$ cat config.mk
export PLATFORM = sky130hd
export DESIGN_NAME = multicycle_control
export DESIGN_NICKNAME = d
export VERILOG_FILES = /design/src/rtl/multicycle_control.sv
export SDC_FILE = /design/constraint.sdc
export NUM_CORES = 1
export LEC_CHECK = 0
export ABC_CLOCK_PERIOD_IN_PS = 2290
export CAP_MARGIN = 20
export CORE_AREA = 2 2 73 75
export DETAILED_ROUTE_END_ITERATION = 10
export DIE_AREA = 0 0 75 77
export GPL_TIMING_DRIVEN = 0
export HOLD_SLACK_MARGIN = 0.12
export PLACE_DENSITY = 0.88
export SLEW_MARGIN = 20
export SYNTH_ARGS = -nofsm -noshare
export SYNTH_HDL_FRONTEND = slang
export SYNTH_SLANG_ARGS = --single-unit
$ cat constraint.sdc
create_clock -name clock -period 2.29 [get_ports clock]
set_input_delay 0.5725 -clock clock [delete_from_list [all_inputs] [get_ports clock]]
set_output_delay 0.5725 -clock clock [all_outputs]
set_load 0.1 [all_outputs]
$ cat src/rtl/multicycle_control.sv
// Multicycle MIPS control unit: Moore sequencing FSM that steps the shared
// datapath one phase per clock, stretches memory phases until the memory
// reports ready, parks in HALT on illegal encodings and counts retired
// instructions.
module multicycle_control #(
   parameter int CNT_W = 32
) (
   input  logic             clock,
   input  logic             reset,
   input  logic [5:0]       opcode,
   input  logic [5:0]       funct,
   input  logic             zero,
   input  logic             mem_ready,
   output logic             pc_en,
   output logic             iord,
   output logic             mem_read,
   output logic             mem_write,
   output logic             ir_write,
   output logic             reg_dst,
   output logic             mem_to_reg,
   output logic             reg_write,
   output logic             alu_src_a,
   output logic [1:0]       alu_src_b,
   output logic [1:0]       pc_src,
   output logic [3:0]       alu_control,
   output logic [3:0]       state,
   output logic             halted,
   output logic [CNT_W-1:0] instr_count
);

   typedef enum logic [3:0] {
      S_FETCH     = 4'd0,
      S_DECODE    = 4'd1,
      S_MEM_ADDR  = 4'd2,
      S_MEM_READ  = 4'd3,
      S_MEM_WB    = 4'd4,
      S_MEM_WRITE = 4'd5,
      S_EXECUTE   = 4'd6,
      S_ALU_WB    = 4'd7,
      S_BRANCH    = 4'd8,
      S_ADDI_EXEC = 4'd9,
      S_ADDI_WB   = 4'd10,
      S_JUMP      = 4'd11,
      S_HALT      = 4'd15
   } state_t;

   state_t           r_state;
   state_t           w_next;
   logic [CNT_W-1:0] r_count;
   logic             w_retire;
   logic             w_funct_ok;
   logic [3:0]       w_funct_alu;

   // Ungated control values decoded from the current state.
   logic       w_pc_en, w_iord, w_mem_read, w_mem_write, w_ir_write;
   logic       w_reg_dst, w_mem_to_reg, w_reg_write, w_alu_src_a, w_halted;
   logic [1:0] w_alu_src_b, w_pc_src;
   logic [3:0] w_alu_control;

   // R-type function decode: legality and the ALU operation it selects.
   always_comb begin
      w_funct_ok  = 1'b1;
      w_funct_alu = 4'b0000;
      unique case (funct)
         6'd32:   w_funct_alu = 4'b0010;
         6'd34:   w_funct_alu = 4'b0110;
         6'd36:   w_funct_alu = 4'b0000;
         6'd37:   w_funct_alu = 4'b0001;
         6'd39:   w_funct_alu = 4'b1100;
         6'd42:   w_funct_alu = 4'b0111;
         default: w_funct_ok  = 1'b0;
      endcase
   end

   // State register; reset returns to FETCH at once, even mid-instruction.
   // NOTE: sequential state uses non-blocking (<=) so every flop samples
   // pre-edge values regardless of block ordering.
   always_ff @(posedge clock or negedge reset) begin
      if (!reset) r_state <= S_FETCH;
      else        r_state <= w_next;
   end

   // Retired-instruction counter, advanced on the edge leaving a final state.
   always_ff @(posedge clock or negedge reset) begin
      if (!reset)        r_count <= '0;
      else if (w_retire) r_count <= r_count + CNT_W'(1);
   end

   // Next-state and per-state control decode.
   always_comb begin
      // NOTE: every output gets a default before the case so no path
      // through this block leaves a value held, which would infer a latch.
      w_next        = r_state;
      w_retire      = 1'b0;
      w_pc_en       = 1'b0;
      w_iord        = 1'b0;
      w_mem_read    = 1'b0;
      w_mem_write   = 1'b0;
      w_ir_write    = 1'b0;
      w_reg_dst     = 1'b0;
      w_mem_to_reg  = 1'b0;
      w_reg_write   = 1'b0;
      w_alu_src_a   = 1'b0;
      w_alu_src_b   = 2'b00;
      w_pc_src      = 2'b00;
      w_alu_control = 4'b0000;
      w_halted      = 1'b0;
      unique case (r_state)
         S_FETCH: begin
            w_mem_read    = 1'b1;
            w_alu_src_b   = 2'b01;
            w_alu_control = 4'b0010;
            w_ir_write    = mem_ready;
            w_pc_en       = mem_ready;
            if (mem_ready) w_next = S_DECODE;
         end
         S_DECODE: begin
            // Speculatively form the branch target into ALUOut.
            w_alu_src_b   = 2'b11;
            w_alu_control = 4'b0010;
            unique case (opcode)
               6'd0:        w_next = w_funct_ok ? S_EXECUTE : S_HALT;
               6'd35, 6'd43: w_next = S_MEM_ADDR;
               6'd4:        w_next = S_BRANCH;
               6'd8:        w_next = S_ADDI_EXEC;
               6'd2:        w_next = S_JUMP;
               default:     w_next = S_HALT;
            endcase
         end
         S_MEM_ADDR: begin
            w_alu_src_a   = 1'b1;
            w_alu_src_b   = 2'b10;
            w_alu_control = 4'b0010;
            w_next        = (opcode == 6'd35) ? S_MEM_READ : S_MEM_WRITE;
         end
         S_MEM_READ: begin
            w_mem_read = 1'b1;
            w_iord     = 1'b1;
            if (mem_ready) w_next = S_MEM_WB;
         end
         S_MEM_WB: begin
            w_reg_write  = 1'b1;
            w_mem_to_reg = 1'b1;
            w_retire     = 1'b1;
            w_next       = S_FETCH;
         end
         S_MEM_WRITE: begin
            w_mem_write = 1'b1;
            w_iord      = 1'b1;
            if (mem_ready) begin
               w_retire = 1'b1;
               w_next   = S_FETCH;
            end
         end
         S_EXECUTE: begin
            w_alu_src_a   = 1'b1;
            w_alu_control = w_funct_alu;
            w_next        = S_ALU_WB;
         end
         S_ALU_WB: begin
            w_reg_write = 1'b1;
            w_reg_dst   = 1'b1;
            w_retire    = 1'b1;
            w_next      = S_FETCH;
         end
         S_BRANCH: begin
            w_alu_src_a   = 1'b1;
            w_alu_control = 4'b0110;
            w_pc_src      = 2'b01;
            w_pc_en       = zero;
            w_retire      = 1'b1;
            w_next        = S_FETCH;
         end
         S_ADDI_EXEC: begin
            w_alu_src_a   = 1'b1;
            w_alu_src_b   = 2'b10;
            w_alu_control = 4'b0010;
            w_next        = S_ADDI_WB;
         end
         S_ADDI_WB: begin
            w_reg_write = 1'b1;
            w_retire    = 1'b1;
            w_next      = S_FETCH;
         end
         S_JUMP: begin
            w_pc_src = 2'b10;
            w_pc_en  = 1'b1;
            w_retire = 1'b1;
            w_next   = S_FETCH;
         end
         S_HALT: begin
            w_halted = 1'b1;
         end
         default: begin
            // Unused encodings are treated as illegal and park the FSM.
            w_next = S_HALT;
         end
      endcase
   end

   // While reset is held every control output is silenced, not just the
   // registered state, so the datapath sees no FETCH strobes during reset.
   always_comb begin
      pc_en       = reset & w_pc_en;
      iord        = reset & w_iord;
      mem_read    = reset & w_mem_read;
      mem_write   = reset & w_mem_write;
      ir_write    = reset & w_ir_write;
      reg_dst     = reset & w_reg_dst;
      mem_to_reg  = reset & w_mem_to_reg;
      reg_write   = reset & w_reg_write;
      alu_src_a   = reset & w_alu_src_a;
      alu_src_b   = reset ? w_alu_src_b : 2'b00;
      pc_src      = reset ? w_pc_src : 2'b00;
      alu_control = reset ? w_alu_control : 4'b0000;
      halted      = reset & w_halted;
      state       = r_state;
      instr_count = r_count;
   end

endmodule

==> impl_metrics.env, run 1 <==
export IMPL_cts_root_buf="clkbuf_8"
export IMPL_routabilityCongestion=0.927
export IMPL_rsz0062_at_grt="true"
export IMPL_min_period_over_period=1.02
export IMPL_ir_drop_mv=0.806
export IMPL_num_antenna_cells=0
export IMPL_clk_path_buf_depth=2
export IMPL_worstPathArrival_ps=1770
export IMPL_cts_sinks=36
export IMPL_dp_hpwl_um=4550
export IMPL_synth_area_um2=2270
export IMPL_setup_ws_ps=-48.8
export IMPL_synthArstFlopShare=1.00
export IMPL_start_util=0.455
export IMPL_skew_ps=4.93
export IMPL_syn_inst=245
export IMPL_min_path_type="input port to asynchronous set/reset pin"
export IMPL_status="finished, violations left"
export IMPL_mostFrequentLayoutCells="39 x dlygate4sd2_1, 26 x dfrtp_1, 23 x xnor2_1, 21 x nand2_1, 16 x buf_4"
export IMPL_finalHoldViolations=0
export IMPL_slew_viol_final=0
export IMPL_rows=26
export IMPL_timing_fmax_mhz=428
export IMPL_final_common_cell="dlygate4sd2_1"
export IMPL_grt_usage=0.247
export IMPL_dr_wl_met3_um=403
export IMPL_setup_viol=2
export IMPL_synth_fa_ha_area_frac=0.00552
export IMPL_drtIter0Drc=174
export IMPL_max_slew_margin=0.340
export IMPL_cp_data_required_time_ps=1720
export IMPL_synth_warnings=0
export IMPL_htreeDepth=2
export IMPL_yosys_area_top_type="dfrtp_1"
export IMPL_core_region_area_um2=4980
export IMPL_die_area_um2=5780
export IMPL_remaining_drc_errors=0
export IMPL_synth_xor_area_frac=0.131
export IMPL_cp_max_fo=6
export IMPL_end_kind="output pin"
export IMPL_cts_buffers=5
export IMPL_cts_tree="yes"
export IMPL_num_vias=2320
export IMPL_grt_pass1_vias=2213
export IMPL_synth_flop_cell="dfrtp_1"
export IMPL_dr_pass1_iters=5
export IMPL_num_nets_final=350
export IMPL_power_leakage_nw=1.68
export IMPL_pre_cts_ws_ps=-1380
export IMPL_tightest_slew_ps=994
export IMPL_grt_overflow_total=0
export IMPL_die_h_um=77
export IMPL_drive_gt1_frac=0.323
export IMPL_clk_latency_ps=290
export IMPL_start_kind="register"
export IMPL_synth_seq_cells=36
export IMPL_grt_pass1_wl_um=10900
export IMPL_syn_avg_cell_area_um2=9.25
export IMPL_avgViaCountPerCell=5.74
export IMPL_worst_r2r_cell_count=6
export IMPL_synthToLayoutAreaGrowth_pct=59.7
export IMPL_io_buffer_count=68
export IMPL_antenna_left=0
export IMPL_synth_mux_area_frac=0.00497
export IMPL_fin_crit_ps=2340
export IMPL_yosys_top_cells_area="dfrtp_1 40%, xnor2_1 9.3%, nand2_1 4.1%"
export IMPL_yosysSeqAreaShare=0.398
export IMPL_synthDistinctLibCells=54
export IMPL_antenna_found_initial=0
export IMPL_drv_cap=0
export IMPL_violations="setup timing"
export IMPL_yosys_area_share_simple=0.339
export IMPL_synth_compound_area_frac=0.0895
export IMPL_syn_nets=262
export IMPL_synth_top_family_by_area="simple AND/OR/NAND/NOR gates"
export IMPL_clk_pin_slew_worst_paths_ps=70
export IMPL_drt_total_wl_um=6810
export IMPL_critPathKind="register to output pin"
export IMPL_io_pins=70
export IMPL_highest_layer="met4"
export IMPL_yosysTopAreaCellShare=0.398
export IMPL_p_per_area_nw_per_um2=1220
export IMPL_met1_length_um=2820
export IMPL_fin_util=0.727
export IMPL_wl_met2_um=3390
export IMPL_synth_edff_count=0
export IMPL_die_w_um=75
export IMPL_wl_per_cell_um=16.9
export IMPL_grt_max_degree=14
-- layout make-up --
class,instances,area [um2]
plain buffers,9,93.8
clock buffers,7,96.3
clock inverters,1,30.0
fillers,351,1360
inverters,5,18.8
multi-input cells,194,1530
flip-flops and latches,36,923
well taps,70,87.6
repair buffers,82,840
-- per-stage QoR --
step	power [mW]	setup TNS [ps]	cells	hold WS [ps]	cell area [um2]
global placement	3.51	-48120	383	461	3280
CTS	4.30	-41.3	400	309	3570
detailed placement	3.55	-20410	384	461	3290
finish	4.43	-75.2	404	320	3620
global route	4.60	-231	404	313	3620
floorplan	3.00	-534	245	277	2510
-- synth_stat cells (2+ instances only) --
cell type  instances
and3_1            10
nor3_1             9
nand4_2            2
nand4_1           12
buf_2              3
nor2b_1            2
nand2_1           25
a21oi_1            3
nand3_1           17
and2b_2            2
clkbuf_1           4
o21ai_0            9
nand2b_1           4
nor2_1            18
or3_1              3
or4_1              2
inv_1              4
xor2_1            10
o22ai_1            3
and2_1             6
xnor2_1           24
dfrtp_1           36
and4_1             5
o32ai_1            2
-- worst max-delay path: stages, from the launching register on --
cell and delay (ps):
dfrtp_4 510, buf_4 150, and2b_2 200, and3_4 190, a32o_4 260, buf_12 160
-- state kept, by name, indices dropped and copies added (netlist names) --
| signal | count |
|---|---|
| instr_count | 32 |
| state | 4 |
-- repair_timing --
item                       4_1_cts  5_1_grt
resized for setup              191       16
hold endpoints to repair        10        0
hold buffers                     1        0
gates cloned                     1        0
setup buffers                    6        5
pin swaps                        3        5
setup endpoints to repair       54       15
-- logic make-up (layout without fill, tap and decap cells) --
group	after synthesis	after routing
buffers and inverters	15	104
adder cells (fa/ha/maj)	1	1
XOR/XNOR	34	34
flip-flops	36	36
multiplexers	1	1
AO/OA/AOI/OAI	27	27
AND/OR/NAND/NOR	131	131
-- routing by layer --
metal / vias to the layer above / track usage
met4: 0 / 0.111
met1: 1119 / 0.328
li1: 1059 / -
met2: 119 / 0.383
met5: - / 0
met3: 23 / 0.0473
-- path summary, 6_finish.rpt --
kind | from | to | slack, ps
setup reg to reg | state[1] | instr_count[21] | 220
min in group clock | instr_count[31] | instr_count[31] | 460
hold reg to reg | instr_count[31] | instr_count[31] | 460
hold / removal | reset | instr_count[18] | 320
setup / recovery | state[3] | pc_en | -50
max in group asynchronous | reset | instr_count[21] | 1180
-- power breakdown --
part           switching, mW  total (mW)  internal, mW
logic                   2.03        2.93         0.906
clock network          0.225       0.609         0.384
registers              0.133       0.888         0.755
No activity file was read; power rests on OpenSTA's default activity.
==> inputs of run 2 (changes only) <==
--- a/config.mk
+++ b/config.mk
@@ -7,9 +7,9 @@
 export LEC_CHECK = 0
 export ABC_CLOCK_PERIOD_IN_PS = 2290
 export CAP_MARGIN = 20
-export CORE_AREA = 2 2 73 75
+export CORE_AREA = 10 10 81 83
 export DETAILED_ROUTE_END_ITERATION = 10
-export DIE_AREA = 0 0 75 77
+export DIE_AREA = 0 0 91 93
 export GPL_TIMING_DRIVEN = 0
 export HOLD_SLACK_MARGIN = 0.12
 export PLACE_DENSITY = 0.88
==> run 2 against run 1 <==
- the run still ends with setup timing left
- hold slack improved by 13 ps
- cell count down 0.50%
- critical path type unchanged
- count of clock-buffer cells in the layout is the same
- die area increased by 47%
- non-clock buffer count down 1
- power down 3.7%
- utilization fell by 1.6 points
- largest cell class unchanged
- design area fell by 1.5%
- global-route usage down 8.5 points
- register-to-register slack worse by 30 ps
- highest routed layer unchanged
- sequential cell count unchanged
- sequential share of layout area grew 0.39 points
==> impl_metrics.env, run 2 (same netlist as run 1, synthesis figures left out) <==
export IMPL_status="finished, violations left"
export IMPL_violations="setup timing"
export IMPL_clk_path_buf_depth=2
export IMPL_die_w_um=91
export IMPL_drv_cap=0
export IMPL_drt_total_wl_um=7210
export IMPL_tightest_slew_ps=997
export IMPL_clk_pin_slew_worst_paths_ps=70
export IMPL_reg2reg_slack_ps=190
export IMPL_dr_pass1_iters=5
export IMPL_timing_fmax_mhz=420
export IMPL_end_kind="output pin"
export IMPL_io_pins=70
export IMPL_remaining_drc_errors=0
export IMPL_num_nets_final=349
export IMPL_total_power_mw=4.27
export IMPL_antenna_found_initial=0
export IMPL_wl_per_cell_um=17.9
export IMPL_min_period_over_period=1.04
export IMPL_cts_sinks=36
export IMPL_slowest_delay_ps=520
export IMPL_path_delay_family="flip-flops"
export IMPL_start_kind="register"
export IMPL_grt_overflow_total=0
export IMPL_p_per_area_nw_per_um2=1200
export IMPL_max_slew_margin=0.338
export IMPL_grt_usage=0.162
export IMPL_mostFrequentLayoutCells="40 x dlygate4sd2_1, 26 x dfrtp_1, 23 x xnor2_1, 22 x nand2_1, 15 x nand3_1"
export IMPL_setup_ws_ps=-93.3
export IMPL_rows=26
export IMPL_cts_root_buf="clkbuf_8"
export IMPL_worst_path_buf_inv=2
export IMPL_worstPathArrival_ps=1810
export IMPL_fin_crit_ps=2380
export IMPL_tns_ps=-170
export IMPL_grt_pass1_wl_um=11600
export IMPL_antenna_left=0
export IMPL_htreeDepth=2
export IMPL_cts_tree="yes"
export IMPL_skew_ps=4.18
export IMPL_ir_drop_mv=1.24
export IMPL_setup_viol=4
export IMPL_clk_latency_ps=270
export IMPL_rsz0062_at_grt="true"
export IMPL_finalHoldViolations=0
export IMPL_num_vias=2325
export IMPL_core_region_area_um2=5010
export IMPL_critPathSlowestCell="dfrtp_4"
export IMPL_die_h_um=93
export IMPL_routabilityCongestion=0.925
export IMPL_pre_cts_ws_ps=-1330
export IMPL_io_buffer_count=68
export IMPL_synthToLayoutAreaGrowth_pct=57.3
export IMPL_cp_max_fo=8
export IMPL_drtIter0Drc=192
export IMPL_drive_gt1_frac=0.313
export IMPL_dp_hpwl_um=5010
export IMPL_final_common_cell="dlygate4sd2_1"
export IMPL_power_leakage_nw=1.65
export IMPL_avgViaCountPerCell=5.78
export IMPL_path_cells="or2b_4, buf_6, nor2_4, nand3_4, o21bai_4, buf_12"
export IMPL_slew_viol_final=0
export IMPL_cp_data_required_time_ps=1720
export IMPL_start_util=0.452
export IMPL_min_path_type="input port to asynchronous set/reset pin"
export IMPL_largest_reg_flops=32
export IMPL_num_antenna_cells=0
export IMPL_grt_pass1_vias=2398
export IMPL_grt_max_degree=15
export IMPL_fin_util=0.712
export IMPL_cts_buffers=5
export IMPL_critPathKind="register to output pin"
export IMPL_die_area_um2=8460
-- run 2: final timing paths --
kind	start	endpoint	cells past startpoint
worst min-delay path	reset	instr_count[6]	3
worst min register to register	instr_count[31]	instr_count[31]	1
worst max register to register	state[1]	instr_count[27]	7
worst max-delay path	state[0]	alu_control[2]	6
max in group asynchronous	reset	instr_count[27]	2
min in group clock	instr_count[31]	instr_count[31]	1
-- run 2: where the power goes --
part | internal, mW | leakage [nW] | switching, mW | total (mW)
combinational | 0.927 | 1.14 | 2.03 | 2.96
clock | 0.209 | 0.0383 | 0.201 | 0.411
sequential | 0.755 | 0.473 | 0.140 | 0.895
total | 1.89 | 1.65 | 2.38 | 4.27
-- run 2: metrics by stage --
step	instance area [um2]	std cells	hold slack, ps
floorplan	2510	245	277
global placement	3280	383	461
detailed placement	3290	384	445
CTS	3530	401	339
global route	3560	402	332
finish	3560	402	333
-- run 2: area by class of cell --
class,instances,area (um2)
Sequential cell,36,923
Multi-Input combinational cell,194,1530
Fill cell,371,1450
Timing Repair Buffer,81,836
Clock buffer,7,76.3
Buffer,9,91.3
Tap cell,70,87.6
Inverter,5,18.8
-- run 2: metal layers --
metal,vias up,GRT usage,wire (um)
met4,0,0.0457,194
met3,30,0.0472,542
li1,1050,-,-
met5,-,0,0
met2,128,0.292,3650
met1,1117,0.183,2830
-- run 2: repair_timing --
action,CTS,global route
gates resized for setup,188,12
pin swaps,6,5
hold buffers,1,0
setup buffers,8,2
cloned,1,0
endpoints found under the setup margin,54,15
endpoints found under the hold margin,8,0
-- run 2: tightest hold or removal path, stage by stage --
cell	delay [ps]
buf_6	90
buf_12	90
buf_4	210
==> patch 1, RTL diff (config.mk and constraints of run 1) <==
`CNT_W`: 32 -> 28.
--- a/src/rtl/multicycle_control.sv
+++ b/src/rtl/multicycle_control.sv
@@ -3,7 +3,7 @@
 // reports ready, parks in HALT on illegal encodings and counts retired
 // instructions.
 module multicycle_control #(
-   parameter int CNT_W = 32
+   parameter int CNT_W = 28
 ) (
    input  logic             clock,
    input  logic             reset,
Interface: changed (resized instr_count); port bits go from 70 to 66. No check against the original RTL was run, so the function may have changed too.
==> patch 1 against run 1 <==
  * The run still ends with setup timing left
  * Area after synthesis is 14% lower
  * First-iteration DRC count is 47% lower
  * Largest power group unchanged
  * Non-clock buffer count is 9 lower
  * Die area stayed put
  * Wire length is 24% lower
  * Worst hold slack worse by 0.13 ns
  * Synthesized cell count is 15% lower
  * Via count is 18% lower
  * Design area is 9.6% lower
  * Setup slack worse by 0.060 ns
  * Sequential cell count is 4 lower
  * Power is 4.4% lower
==> patch 1: results (changes against run 1) <==
{
  "run_status": {
    "run_status": "complete, but fails checks",
    "failing_checks": "setup timing"
  },
  "sta": {
    "clock_tree_skew_after_final_layout": {"value": 0.00551, "unit": "ns", "change": "+0.000576 ns"},
    "worst_slew_pin_slew": {"value": 0.971, "unit": "ns", "change": "-0.0229 ns"},
    "setup_viol": {"value": 4, "change": "+2"},
    "setup_slack": {"value": -0.109, "unit": "ns", "change": "-0.0604 ns"}
  },
  "clock_network": {
    "cts.repair.resized": {"value": 178, "change": "-6.8%"}
  },
  "route": {
    "vias": {"value": 1904, "change": "-18%"},
    "vias_per_cell": {"value": 5.27, "change": "-8.2%"}
  },
  "global_route": {
    "global_route.usage.met3": {"value": 4.99, "unit": "%", "change": "+0.26 points"},
    "globalRouteMet1Util": {"value": 21.8, "unit": "%", "change": "-11 points"},
    "gr-usage-met2": {"value": 32.6, "unit": "%", "change": "-5.7 points"},
    "groute.usage.overall": {"value": 18.7, "unit": "%", "change": "-6.0 points"}
  },
  "synthesis": {
    "syn_avg_cell_area": {"value": 9.39, "unit": "sq um", "change": "+1.5%"},
    "sequential_element_share_of_the_synthesized_area": {"value": 41.0, "unit": "%", "change": "+1.2 points"},
    "synth.top_cells.by_count": "32 x dfrtp_1, 25 x xnor2_1, 21 x nor2_1",
    "yosys_register_bits": {"value": 32, "change": "-11%"}
  },
  "pwr": {
    "p_sw_share": {"value": 54.0, "unit": "%", "change": "+0.17 points"},
    "static_leak": {"value": 1.47, "unit": "nW", "change": "-12%"},
    "power.share.clock": {"value": 12.3, "unit": "%", "change": "-1.5 points"},
    "pwr-share-seq": {"value": 18.9, "unit": "%", "change": "-1.1 points"}
  },
  "place": {
    "routabilityCongestion": {"value": 0.815, "change": "-12%"}
  },
  "critical_path": {
    "timing.critical_path.fanout_max": {"value": 8, "change": "+2"},
    "worst_path_dominant_cell_family": "simple AND/OR/NAND/NOR gates",
    "crit_arrival": {"value": 1.83, "unit": "ns", "change": "+0.06 ns"}
  },
  "finish": {
    "share_of_cell_area_taken_by_multi_input_logic_gates": {"value": 41.6, "unit": "%", "change": "-0.63 points"},
    "nonclk_buf_count": {"value": 82, "change": "-9.9%"},
    "portion_of_the_layout_cell_area_used_by_non_clock_buffers": {"value": 27.5, "unit": "%", "change": "+1.7 points"},
    "num-nets-final": {"value": 307, "change": "-12%"}
  }
}
[patch 1: changes by cell type after synthesis, moves of 4 or more]
cell,before,now
nand4_1,12,5
nand2_1,25,19
xor2_1,10,4
and3_1,10,6
dfrtp_1,36,32
inv_1,4,0
nand2b_1,4,8
nand3_1,17,13
[patch 1: worst paths after layout]
| check | from | slack (ns) | to | cells past startpoint |
|---|---|---|---|---|
| min in group clock | instr_count[27]$_DFFE_PN0P_ | 0.48 | instr_count[27]$_DFFE_PN0P_ | 1 |
| max in group asynchronous | reset | 1.00 | instr_count[22]$_DFFE_PN0P_ | 2 |
| worst max register to register | state[2]$_DFFE_PN0P_ | 0.41 | instr_count[9]$_DFFE_PN0P_ | 7 |
| worst min-delay path | reset | 0.19 | instr_count[9]$_DFFE_PN0P_ | 2 |
| worst max-delay path | state[3]$_DFFE_PN0P_ | -0.11 | alu_control[1] | 6 |
| worst min register to register | instr_count[27]$_DFFE_PN0P_ | 0.48 | instr_count[27]$_DFFE_PN0P_ | 1 |
[patch 1: metal layers]
| metal | wire length [microns] | vias to the layer above |
|---|---|---|
| met2 | 2740 | 66 |
| met5 | 0 | - |
| met1 | 2060 | 921 |
| met4 | 58 | 0 |
| met3 | 308 | 7 |
| li1 | - | 910 |
[patch 1: per-stage QoR]
step / util [%] / power (mW) / hold WS [ns] / worst slack, ns
after floorplan: - / 2.91 / 0.277 / -0.223
after global placement: 58.9 / 3.42 / 0.459 / -2.50
after detailed placement: 59.2 / 3.45 / 0.470 / -1.14
after CTS: 63.3 / 4.09 / 0.144 / -0.141
after global routing: 65.7 / 4.43 / 0.187 / -0.202
final: 65.7 / 4.23 / 0.187 / -0.109
==> patch 2, RTL diff (settings of run 1) <==
Made on the original files. Make the reset (`reset`) synchronous in 2 clocked blocks.
--- a/src/rtl/multicycle_control.sv
+++ b/src/rtl/multicycle_control.sv
@@ -75,13 +75,13 @@
    // State register; reset returns to FETCH at once, even mid-instruction.
    // NOTE: sequential state uses non-blocking (<=) so every flop samples
    // pre-edge values regardless of block ordering.
-   always_ff @(posedge clock or negedge reset) begin
+   always_ff @(posedge clock) begin
       if (!reset) r_state <= S_FETCH;
       else        r_state <= w_next;
    end
 
    // Retired-instruction counter, advanced on the edge leaving a final state.
-   always_ff @(posedge clock or negedge reset) begin
+   always_ff @(posedge clock) begin
       if (!reset)        r_count <= '0;
       else if (w_retire) r_count <= r_count + CNT_W'(1);
    end
Formal check against the unedited RTL: differs if reset is asserted again (counterexample within 4 cycles, from zero or initial values and one cycle with reset low); with reset held inactive, the same outputs for 10 cycles.
==> patch 2 against run 1 <==
  * Die area unchanged
  * Count of clock-buffer cells in the layout down 2
  * Synthesized cell count up 22%
  * Sequential power down 16%
  * Wire length up 18%
  * Power down 21%
  * Area after synthesis up 2.1%
  * Setup slack better by 0.072 ns
  * Design area up 1.3%
  * Utilization up 0.98 points
  * Worst hold slack better by 0.17 ns
  * Sequential cell count unchanged
  * Maximum frequency up 3.2%
  * Largest cell class unchanged
==> patch 2: results (changes against run 1) <==
{
  "run_status": {
    "run_status": "complete, no violations"
  },
  "synthesis": {
    "synth.mux.area_fraction": {"value": 1.35, "unit": "%", "change": "+0.86 points"},
    "synth-adder-area-share": {"value": 0.541, "unit": "%", "change": "-0.011 points"},
    "synthesis.nets": {"value": 317, "change": "+21%"},
    "synth-compound-area-share": {"value": 24.0, "unit": "%", "change": "+15 points"},
    "synth_cell_types": {"value": 51, "change": "-5.6%"},
    "asyncSetResetFlopFracSynth": {"value": 0, "unit": "%", "change": "-100 points"},
    "post_synth_inst_count": {"value": 300, "change": "+22%"},
    "synth_top_cells_by_area": "dfxtp_1 31%, nor2_1 5.8%, nand2_1 4.9%, o41ai_1 4.2%, o311ai_0 3.8%",
    "synth-xor-area-share": {"value": 3.03, "unit": "%", "change": "-10 points"}
  },
  "route": {
    "vias_per_cell": {"value": 6.14, "change": "+6.8%"},
    "met3WireLength": {"value": 525, "unit": "microns", "change": "+30%"},
    "detailroute.wirelength.met2": {"value": 4050, "unit": "microns", "change": "+20%"},
    "dr.first_iter.drc_count": {"value": 274, "change": "+57%"}
  },
  "critical_path": {
    "crit_arrival": {"value": 1.69, "unit": "ns", "change": "-0.08 ns"}
  },
  "global_route": {
    "first_global_vias": {"value": 2623, "change": "+19%"},
    "largest_net_degree_at_the_start_of_global_routing": {"value": 13, "change": "-1"},
    "gr-usage-met2": {"value": 43.9, "unit": "%", "change": "+5.6 points"}
  },
  "place": {
    "dpl_worst_slack": {"value": -1.18, "unit": "ns", "change": "+0.202 ns"},
    "post-dp-hpwl": {"value": 5040, "unit": "microns", "change": "+11%"},
    "place.detailed.instances": {"value": 437, "change": "+14%"}
  },
  "pwr": {
    "clk-power": {"value": 0.460, "unit": "mW", "change": "-24%"},
    "p_sw_share": {"value": 53.0, "unit": "%", "change": "-0.90 points"},
    "static_leak": {"value": 1.41, "unit": "nW", "change": "-16%"}
  },
  "finish": {
    "final-instance-count-excl-fill": {"value": 459, "change": "+14%"},
    "final_layout_size_suffix_gt1_share": {"value": 30.3, "unit": "%", "change": "-2.0 points"}
  },
  "min_path": {
    "worst_hold_path_type": "register to register"
  }
}
-- patch 2: kinds of logic after synthesis --
logic type	after synthesis
XOR/XNOR	8
flip-flops	36
multiplexers	3
AO/OA/AOI/OAI	76
AND/OR/NAND/NOR	149
adder cells (fa/ha/maj)	1
buffers and inverters	27
-- patch 2: layout make-up --
type	instances	area (sq um)
plain buffers	17	153
clock buffers	5	68.8
clock inverters	3	17.5
fillers	381	1310
inverters	8	35.0
multi-input cells	237	1760
flip-flops and latches	36	747
well taps	70	87.6
repair buffers	83	797
-- patch 2: worst max-delay path, stage by stage, from the launching register on --
cell,delay [ns]
dfxtp_4,0.37
buf_4,0.16
nor2_4,0.19
nand2_4,0.13
nor3b_4,0.23
buf_4,0.32
-- patch 2: repair_timing --
| item | 4_1_cts | 5_1_grt |
|---|---|---|
| setup buffers | 10 | 6 |
| pin swaps | 9 | 3 |
| gates resized for setup | 186 | 21 |
| setup endpoints to repair | 54 | 13 |
